<file path="src/rtl/if_stage_prefetch.sv">
// Instruction-fetch stage: owns the PC, runs a one-outstanding req/ack fetch FSM,
// buffers returned words in a small FIFO and drives the IF/ID register.
module if_stage_prefetch #(
    parameter int          DEPTH    = 4,
    parameter logic [31:0] RESET_PC = 32'h0
) (
    input  logic        clk,
    input  logic        rst,
    input  logic        freeze,
    input  logic        Branch_taken,
    input  logic [31:0] Branch_Address,
    output logic        imem_req,
    output logic [31:0] imem_addr,
    input  logic        imem_ack,
    input  logic [31:0] imem_rdata,
    output logic [31:0] Instruction,
    output logic [31:0] PC,
    output logic        instr_valid
);

    // state | meaning
    // IDLE  | no request outstanding; issue when the queue has room
    // WAIT  | request outstanding, response will be pushed
    // DROP  | request outstanding, response will be discarded (redirected)
    typedef enum logic [1:0] {IDLE, WAIT, DROP} state_t;

    localparam int          AW       = $clog2(DEPTH);
    localparam logic [AW:0] FULL_CNT = DEPTH[AW:0];
    localparam logic [31:0] RST_PC_A = {RESET_PC[31:2], 2'b00};

    state_t        state;
    logic [31:0]   fetch_pc;
    logic [31:0]   q_instr [DEPTH];
    logic [31:0]   q_pc    [DEPTH];
    logic [AW-1:0] rd_ptr;
    logic [AW-1:0] wr_ptr;
    logic [AW:0]   count;
    logic          q_empty;
    logic          q_full;
    logic          push;
    logic          pop;
    logic [31:0]   target;

    assign target  = {Branch_Address[31:2], 2'b00};
    assign q_empty = (count == '0);
    assign q_full  = (count == FULL_CNT);
    assign push    = !rst && (state == WAIT) && imem_ack && !Branch_taken;
    assign pop     = !Branch_taken && !freeze && !q_empty;

    always_ff @(posedge clk) begin
        if (rst) begin
            state     <= IDLE;
            fetch_pc  <= RST_PC_A;
            imem_req  <= 1'b0;
            imem_addr <= RST_PC_A;
        end else begin
            case (state)
                IDLE: begin
                    if (Branch_taken) begin
                        fetch_pc <= target;
                    end else if (!q_full) begin
                        imem_req  <= 1'b1;
                        imem_addr <= fetch_pc;
                        state     <= WAIT;
                    end
                end
                WAIT: begin
                    if (Branch_taken) begin
                        fetch_pc <= target;
                        imem_req <= 1'b0;
                        state    <= imem_ack ? IDLE : DROP;
                    end else if (imem_ack) begin
                        fetch_pc <= fetch_pc + 32'd4;
                        imem_req <= 1'b0;
                        state    <= IDLE;
                    end
                end
                DROP: begin
                    // a further redirect while draining just retargets
                    if (Branch_taken) fetch_pc <= target;
                    if (imem_ack)     state    <= IDLE;
                end
                default: begin
                    imem_req <= 1'b0;
                    state    <= IDLE;
                end
            endcase
        end
    end

    always_ff @(posedge clk) begin
        if (push) begin
            q_instr[wr_ptr] <= imem_rdata;
            q_pc[wr_ptr]    <= fetch_pc + 32'd4;
        end
    end

    always_ff @(posedge clk) begin
        if (rst || Branch_taken) begin
            rd_ptr <= '0;
            wr_ptr <= '0;
            count  <= '0;
        end else begin
            if (push) wr_ptr <= wr_ptr + 1'b1;
            if (pop)  rd_ptr <= rd_ptr + 1'b1;
            if (push && !pop)      count <= count + 1'b1;
            else if (!push && pop) count <= count - 1'b1;
        end
    end

    // IF/ID register: no bypass from imem_rdata, words always pass through the queue
    always_ff @(posedge clk) begin
        if (rst || Branch_taken) begin
            Instruction <= 32'h0;
            PC          <= 32'h0;
            instr_valid <= 1'b0;
        end else if (!freeze) begin
            if (!q_empty) begin
                Instruction <= q_instr[rd_ptr];
                PC          <= q_pc[rd_ptr];
                instr_valid <= 1'b1;
            end else begin
                Instruction <= 32'h0;
                PC          <= 32'h0;
                instr_valid <= 1'b0;
            end
        end
    end

endmodule

</file>
<file path="config.mk">
export PLATFORM = sky130hd
export DESIGN_NAME = if_stage_prefetch
export DESIGN_NICKNAME = d
export VERILOG_FILES = /design/src/rtl/if_stage_prefetch.sv
export SDC_FILE = /design/constraint.sdc
export NUM_CORES = 1
export LEC_CHECK = 0
export CORE_MARGIN = 8
export CORE_UTILIZATION = 35
export CTS_CLUSTER_DIAMETER = 50
export DETAILED_ROUTE_END_ITERATION = 6
export PLACE_DENSITY = 0.53
export SYNTH_ARGS = -nofsm -noshare
export SYNTH_HDL_FRONTEND = slang
export SYNTH_SLANG_ARGS = --single-unit
export TNS_END_PERCENT = 30
</file>
<file path="constraint.sdc">
create_clock -name clk -period 7.1 [get_ports clk]
set_clock_uncertainty 0.1 [all_clocks]
set_input_delay 1.42 -clock clk [delete_from_list [all_inputs] [get_ports clk]]
set_output_delay 1.42 -clock clk [all_outputs]
set_load 0.005 [all_outputs]
</file>
After elaboration in Yosys (flattened, before gate mapping)
Memories as Yosys holds them, arrays and structs flattened. A register that Yosys moved wholly into a read port is not among the register bits.
Cells that the tools add are included.
{ "classes": {"n_mux": 26, "bitwise": 3, "addsub": 5, "eq_ne": 7, "reduce_logical": 23} }
{ "op_table": {"columns": ["cell", "n"], "rows": [
  ["two-way mux 32 bit", 5],
  ["case mux 32 bit (2 select lines)", 1],
  ["adder 32 x 3 -> 32 bit, second input constant", 1],
  ["two-way mux 2 bit", 9],
  ["logical AND 1 bit", 7],
  ["two-way mux 1 bit", 7],
  ["logical NOT 1 bit", 6],
  ["two-way mux 3 bit", 2],
  ["case mux 2 bit (3 select lines)", 1],
  ["AND reduction 3 bit", 2],
  ["adder 2 x 1 -> 2 bit, second input constant", 2],
  ["inequality test 2 bit, second input constant", 2],
  ["AND reduction 4 bit", 1],
  ["nonzero test 2 bit", 2],
  ["adder 3 x 1 -> 3 bit, second input constant", 1],
  ["equality test 3 bit, second input constant", 1],
  ["logical NOT 3 bit", 1],
  ["inequality test 3 bit, second input constant", 1],
  ["NOT 1 bit", 3],
  ["case mux 1 bit (3 select lines)", 1],
  ["subtractor 3 x 1 -> 3 bit, second input constant", 1],
  ["equality test 2 x 1 -> 1 bit, second input constant", 1],
  ["equality test 2 bit, second input constant", 1],
  ["logical NOT 2 bit", 1],
  ["4 further kinds", 4]
]} }
{ "totals": {"out_inout_bits": 98, "ramBits": 256, "reg_bits": 139, "mem_count": 2} }
{ "memory_table": {"columns": ["memory", "words", "word_bits", "rd", "rd_clocked_by_memory_dff", "wr", "line_no", "text"], "rows": [
  ["q_instr", 4, 32, 1, 1, 1, "33", "logic [31:0] q_instr [DEPTH];"],
  ["q_pc", 4, 32, 1, 1, 1, "34", "logic [31:0] q_pc [DEPTH];"]
]} }

Logic depth before layout (Yosys ltp)
{ "logic_depth": {"depth_word": 8, "mapped_depth": 9, "ltp_nobuf": 8} }

Least setup slack after synthesis
OpenSTA, ideal clock, no wires.
{ "synth_timing": {"kind": "in2reg", "from": "input port Branch_taken", "to": "memory q_instr[0][0], enable pin", "n_path_buf": 1, "arrival_ns": 3.626, "setup_time_ns": 0.426, "cell_stages": 4, "slack_ns": 2.948, "path_cell_list": "or2_2 > clkbuf_1 > nor2_1 > and2_1"} }
{ "synth_via": {"elab_chain_cells": 4} }
{ "synth_lines": {"columns": ["item", "line_no", "text"], "rows": [
  ["from (decl)", "10", "input logic Branch_taken,"],
  ["logical NOT 1 bit", "47", "assign push = !rst && (state == WAIT) && imem_ack && !Branch_taken;"],
  ["logical AND 1 bit", "47", null],
  ["net push", "40", "logic push;"],
  ["two-way mux 1 bit", "92", "if (push) begin"],
  ["two-way mux 1 bit (implied by the code)", "93", "q_instr[wr_ptr] <= imem_rdata;"],
  ["to (decl)", "33", null]
]} }
The timed path passes the listed nets, and every way through them passes these cells.

Worst setup path in the final report
{ "layout_timing": {"from": "input port Branch_taken", "to": "memory q_pc[1][8], enable pin"} }
{ "layout_via": {"elab_chain_cells": 4} }
{ "layout_lines": {"columns": ["item", "line_no", "text"], "rows": [
  ["logical NOT 1 bit", "47", null],
  ["logical AND 1 bit", "47", null],
  ["net push", "40", null],
  ["two-way mux 1 bit", "92", null],
  ["two-way mux 1 bit (implied by the code)", "94", "q_pc[wr_ptr] <= fetch_pc + 32'd4;"],
  ["to (decl)", "34", null]
]} }
The timed path passes the listed nets, and every way through them passes these cells.

==> results.sh <==
export IMPL_synth_simple_area_share=0.0847
export IMPL_core_area_mm2=0.0428
export IMPL_ys_ff_latch=384
export IMPL_cts_sinks=384
export IMPL_synth_top_family_by_area="multiplexers"
export IMPL_endpoint_kind="register"
export IMPL_htreeDepth=2
export IMPL_cts_root_buf="clkbuf_16"
export IMPL_pwr_share_seq=0.484
export IMPL_die_area_mm2=0.0499
export IMPL_syn_area_mm2=0.0151
export IMPL_power_density_mw_per_mm2=270
export IMPL_clk_latency_ns=0.56
export IMPL_status="completed"
export IMPL_hold_buffers=0
export IMPL_num_vias=9059
export IMPL_grt_max_degree=73
export IMPL_area_delta_synth_final_pct=23.5
export IMPL_via_per_inst=5.11
export IMPL_power_frac_comb=0.042
export IMPL_io_buffers=162
export IMPL_start_util=0.352
export IMPL_fin_crit_sh=0.515
export IMPL_postSynthCellCount=1049
export IMPL_synth_xor_area_frac=0.0192
export IMPL_final_cells=1772
export IMPL_final_max_slew_viol_count=0
export IMPL_drt_pass1_iter_count=5
export IMPL_grt_pass1_wl_um=56100
export IMPL_grt_pass1_vias=9309
export IMPL_setup_ws_ns=3.44
export IMPL_hold_class="reg2reg"
export IMPL_clkPwrFrac=0.474
export IMPL_switchingPower_uw=1080
export IMPL_drc=0
export IMPL_tightestPinTransition_ns=1.06
export IMPL_track_usage=0.144
export IMPL_muxShareOfSynthArea=0.0991
export IMPL_nNetsFinal=1264
export IMPL_wl_per_cell_um=20.5
export IMPL_syn_mean_instance_area_um2=14.4
export IMPL_regArea_mm2=0.0102
export IMPL_fmax_ghz=0.273
export IMPL_post_cts_setup_buffers=0
export IMPL_cts_resized=0
export IMPL_grt_remaining_overflow=0
export IMPL_synth_compound_area_frac=0.0852
export IMPL_die_h_um=223
export IMPL_synth_fa_ha_area_frac=0.00632
export IMPL_dp_cells=1686
export IMPL_clk_pin_slew_ns=0.06
export IMPL_ys_warn_count=0
export IMPL_tns_ns=0
export IMPL_synth_edf_count=248
export IMPL_hold_viol=0
export IMPL_drt_total_wl_um=36300
export IMPL_relSlewSlack=0.294
export IMPL_p_leak_uw=0.00599
export IMPL_worstPathRequired_ns=7.18
export IMPL_min_period_ns=3.66
export IMPL_report_power_total_uw=5030
export IMPL_rows=76
export IMPL_place_hpwl_um=21000
export IMPL_finalWeightedCongestion=0.811
export IMPL_fillerInstances=3868
export IMPL_path_max_fanout=62
export IMPL_power_internal_uw=3950
export IMPL_ir_worst_vdd_mv=0.148
export IMPL_setup_viol_count_final=0
export IMPL_swShare=0.214
export IMPL_antenna_found_initial=1
export IMPL_final_antenna_net_count=0
export IMPL_antenna_cells=0
export IMPL_fp_dieW_um=223
export IMPL_start_kind="input pin"
export IMPL_rsz0062_at_grt="no"
export IMPL_pre_cts_slack_ns=2.82
export IMPL_multi_input_comb_area_mm2=0.00446
export IMPL_drive_gt1_frac=0.137
export IMPL_ys_flop_type="edfxtp_1"
export IMPL_path_class="in2reg"
export IMPL_ys_seq_area_frac=0.675
export IMPL_cts_made_buffers=46
export IMPL_drt_iter0_markers=569
export IMPL_arrival_ns=3.73
export IMPL_max_cap_violations=0
export IMPL_hold_ws_ns=0.338
export IMPL_io_pins=167
export IMPL_async_reset_ff_frac=0
export IMPL_clock_path_buffers=3
export IMPL_cts_tree="yes"
export IMPL_synth_cell_types=64
-- flip-flops by register name, summed over array words and instances, names as in the netlist, 3 cells and up, named ones only --
signal / cells
Instruction: 32
PC: 31
count: 3
fetch_pc: 30
imem_addr: 30
q_instr: 128
q_pc: 120
-- power by group through the flow --
stage               logic (uW)  registers (uW)  clock network, uW
detailed placement         213            2480                  0
CTS                        214            2430               2460
global route               233            2440               2540
finish                     211            2440               2380
global placement           209            2480                  0
floorplan                  124            2470                  0
-- area by class of cell --
cell class,instances,area share
sequential,384,0.547
multi-input combinational,575,0.240
timing repair buffer,172,0.0907
clock buffer,59,0.0685
tap,546,0.0367
clock inverter,27,0.0153
inverter,9,0.00182
-- critical path, stage by stage --
cell             delay [ns]
clkdlybuf4s50_1        0.40
buf_4                  0.22
or2_2                  0.33
nor2_1                 0.37
and2_4                 0.91
-- cell usage after synthesis (all sizes together) (7+ instances only) --
| cell | number | area [um2] |
|---|---|---|
| dfxtp | 136 | 2720 |
| nor2 | 101 | 379 |
| a31oi | 8 | 50.1 |
| xor2 | 11 | 96.3 |
| mux4 | 62 | 1400 |
| and2 | 7 | 43.8 |
| nand4 | 9 | 71.3 |
| o21ai | 18 | 90.1 |
| buf | 17 | 120 |
| edfxtp | 248 | 7450 |
| xnor2 | 22 | 193 |
| a32oi | 8 | 70.1 |
| a22oi | 69 | 518 |
| a21oi | 54 | 270 |
| nand3 | 19 | 100 |
| inv | 9 | 33.8 |
| clkbuf | 65 | 295 |
| nand2 | 92 | 353 |
-- cells by family after synthesis --
family,count (synthesis)
adders and majority gates,7
AOI/OAI and AO/OA,191
and+or+nand+nor,271
muxes,71
buffers and inverters,91
xor gates and xnor gates,33
DFF,384
other,1
-- through the flow --
stage | area (um2) | util
5_1_grt | 18600 | 0.435
3_5_place_dp | 17000 | 0.398
6_report | 18600 | 0.435
2_1_floorplan | 15100 | -
4_1_cts | 18600 | 0.435
3_3_place_gp | 17000 | 0.398
-- layout by cell type (no fill, tap or decap), types with 5 or more instances in the layout --
cell and n:
edfxtp_1 248, a32oi_1 8, nand4_1 8, nor2_1 100
nand2_1 89, ha_1 6, or4_1 5, clkinv_2 5
nand3_1 18, buf_4 10, dfxtp_1 134, a21oi_1 54
clkdlybuf4s50_1 160, nor3_1 5, clkinv_1 7, and3_1 5
clkbuf_16 49, o21ai_0 18, inv_1 9, xor2_1 11
a31oi_1 8, bufinv_16 5, nand2b_1 6, mux4_2 62
xnor2_1 22, a22oi_1 69, mux2i_1 5, clkbuf_1 9
-- path summary, 6_finish.rpt --
check	start	to	slack [ns]	cells after the start
max	Branch_taken	q_pc[1][8]	3.44	5
min	PC[1]	PC[1]	0.34	2
max reg2reg	fetch_pc[10]	q_pc[0][31]	4.41	4
min reg2reg	PC[1]	PC[1]	0.34	2
-- routing by layer --
| layer | track usage | vias to the layer above | part of all wire |
|---|---|---|---|
| li1 | - | 4259 | - |
| met1 | 0.190 | 4564 | 0.46 |
| met2 | 0.232 | 186 | 0.47 |
| met3 | 0.0407 | 48 | 0.054 |
| met4 | 0.0336 | 2 | 0.016 |
| met5 | 0 | - | 0.00022 |
Note: power is estimated with default switching activity, not from simulation.
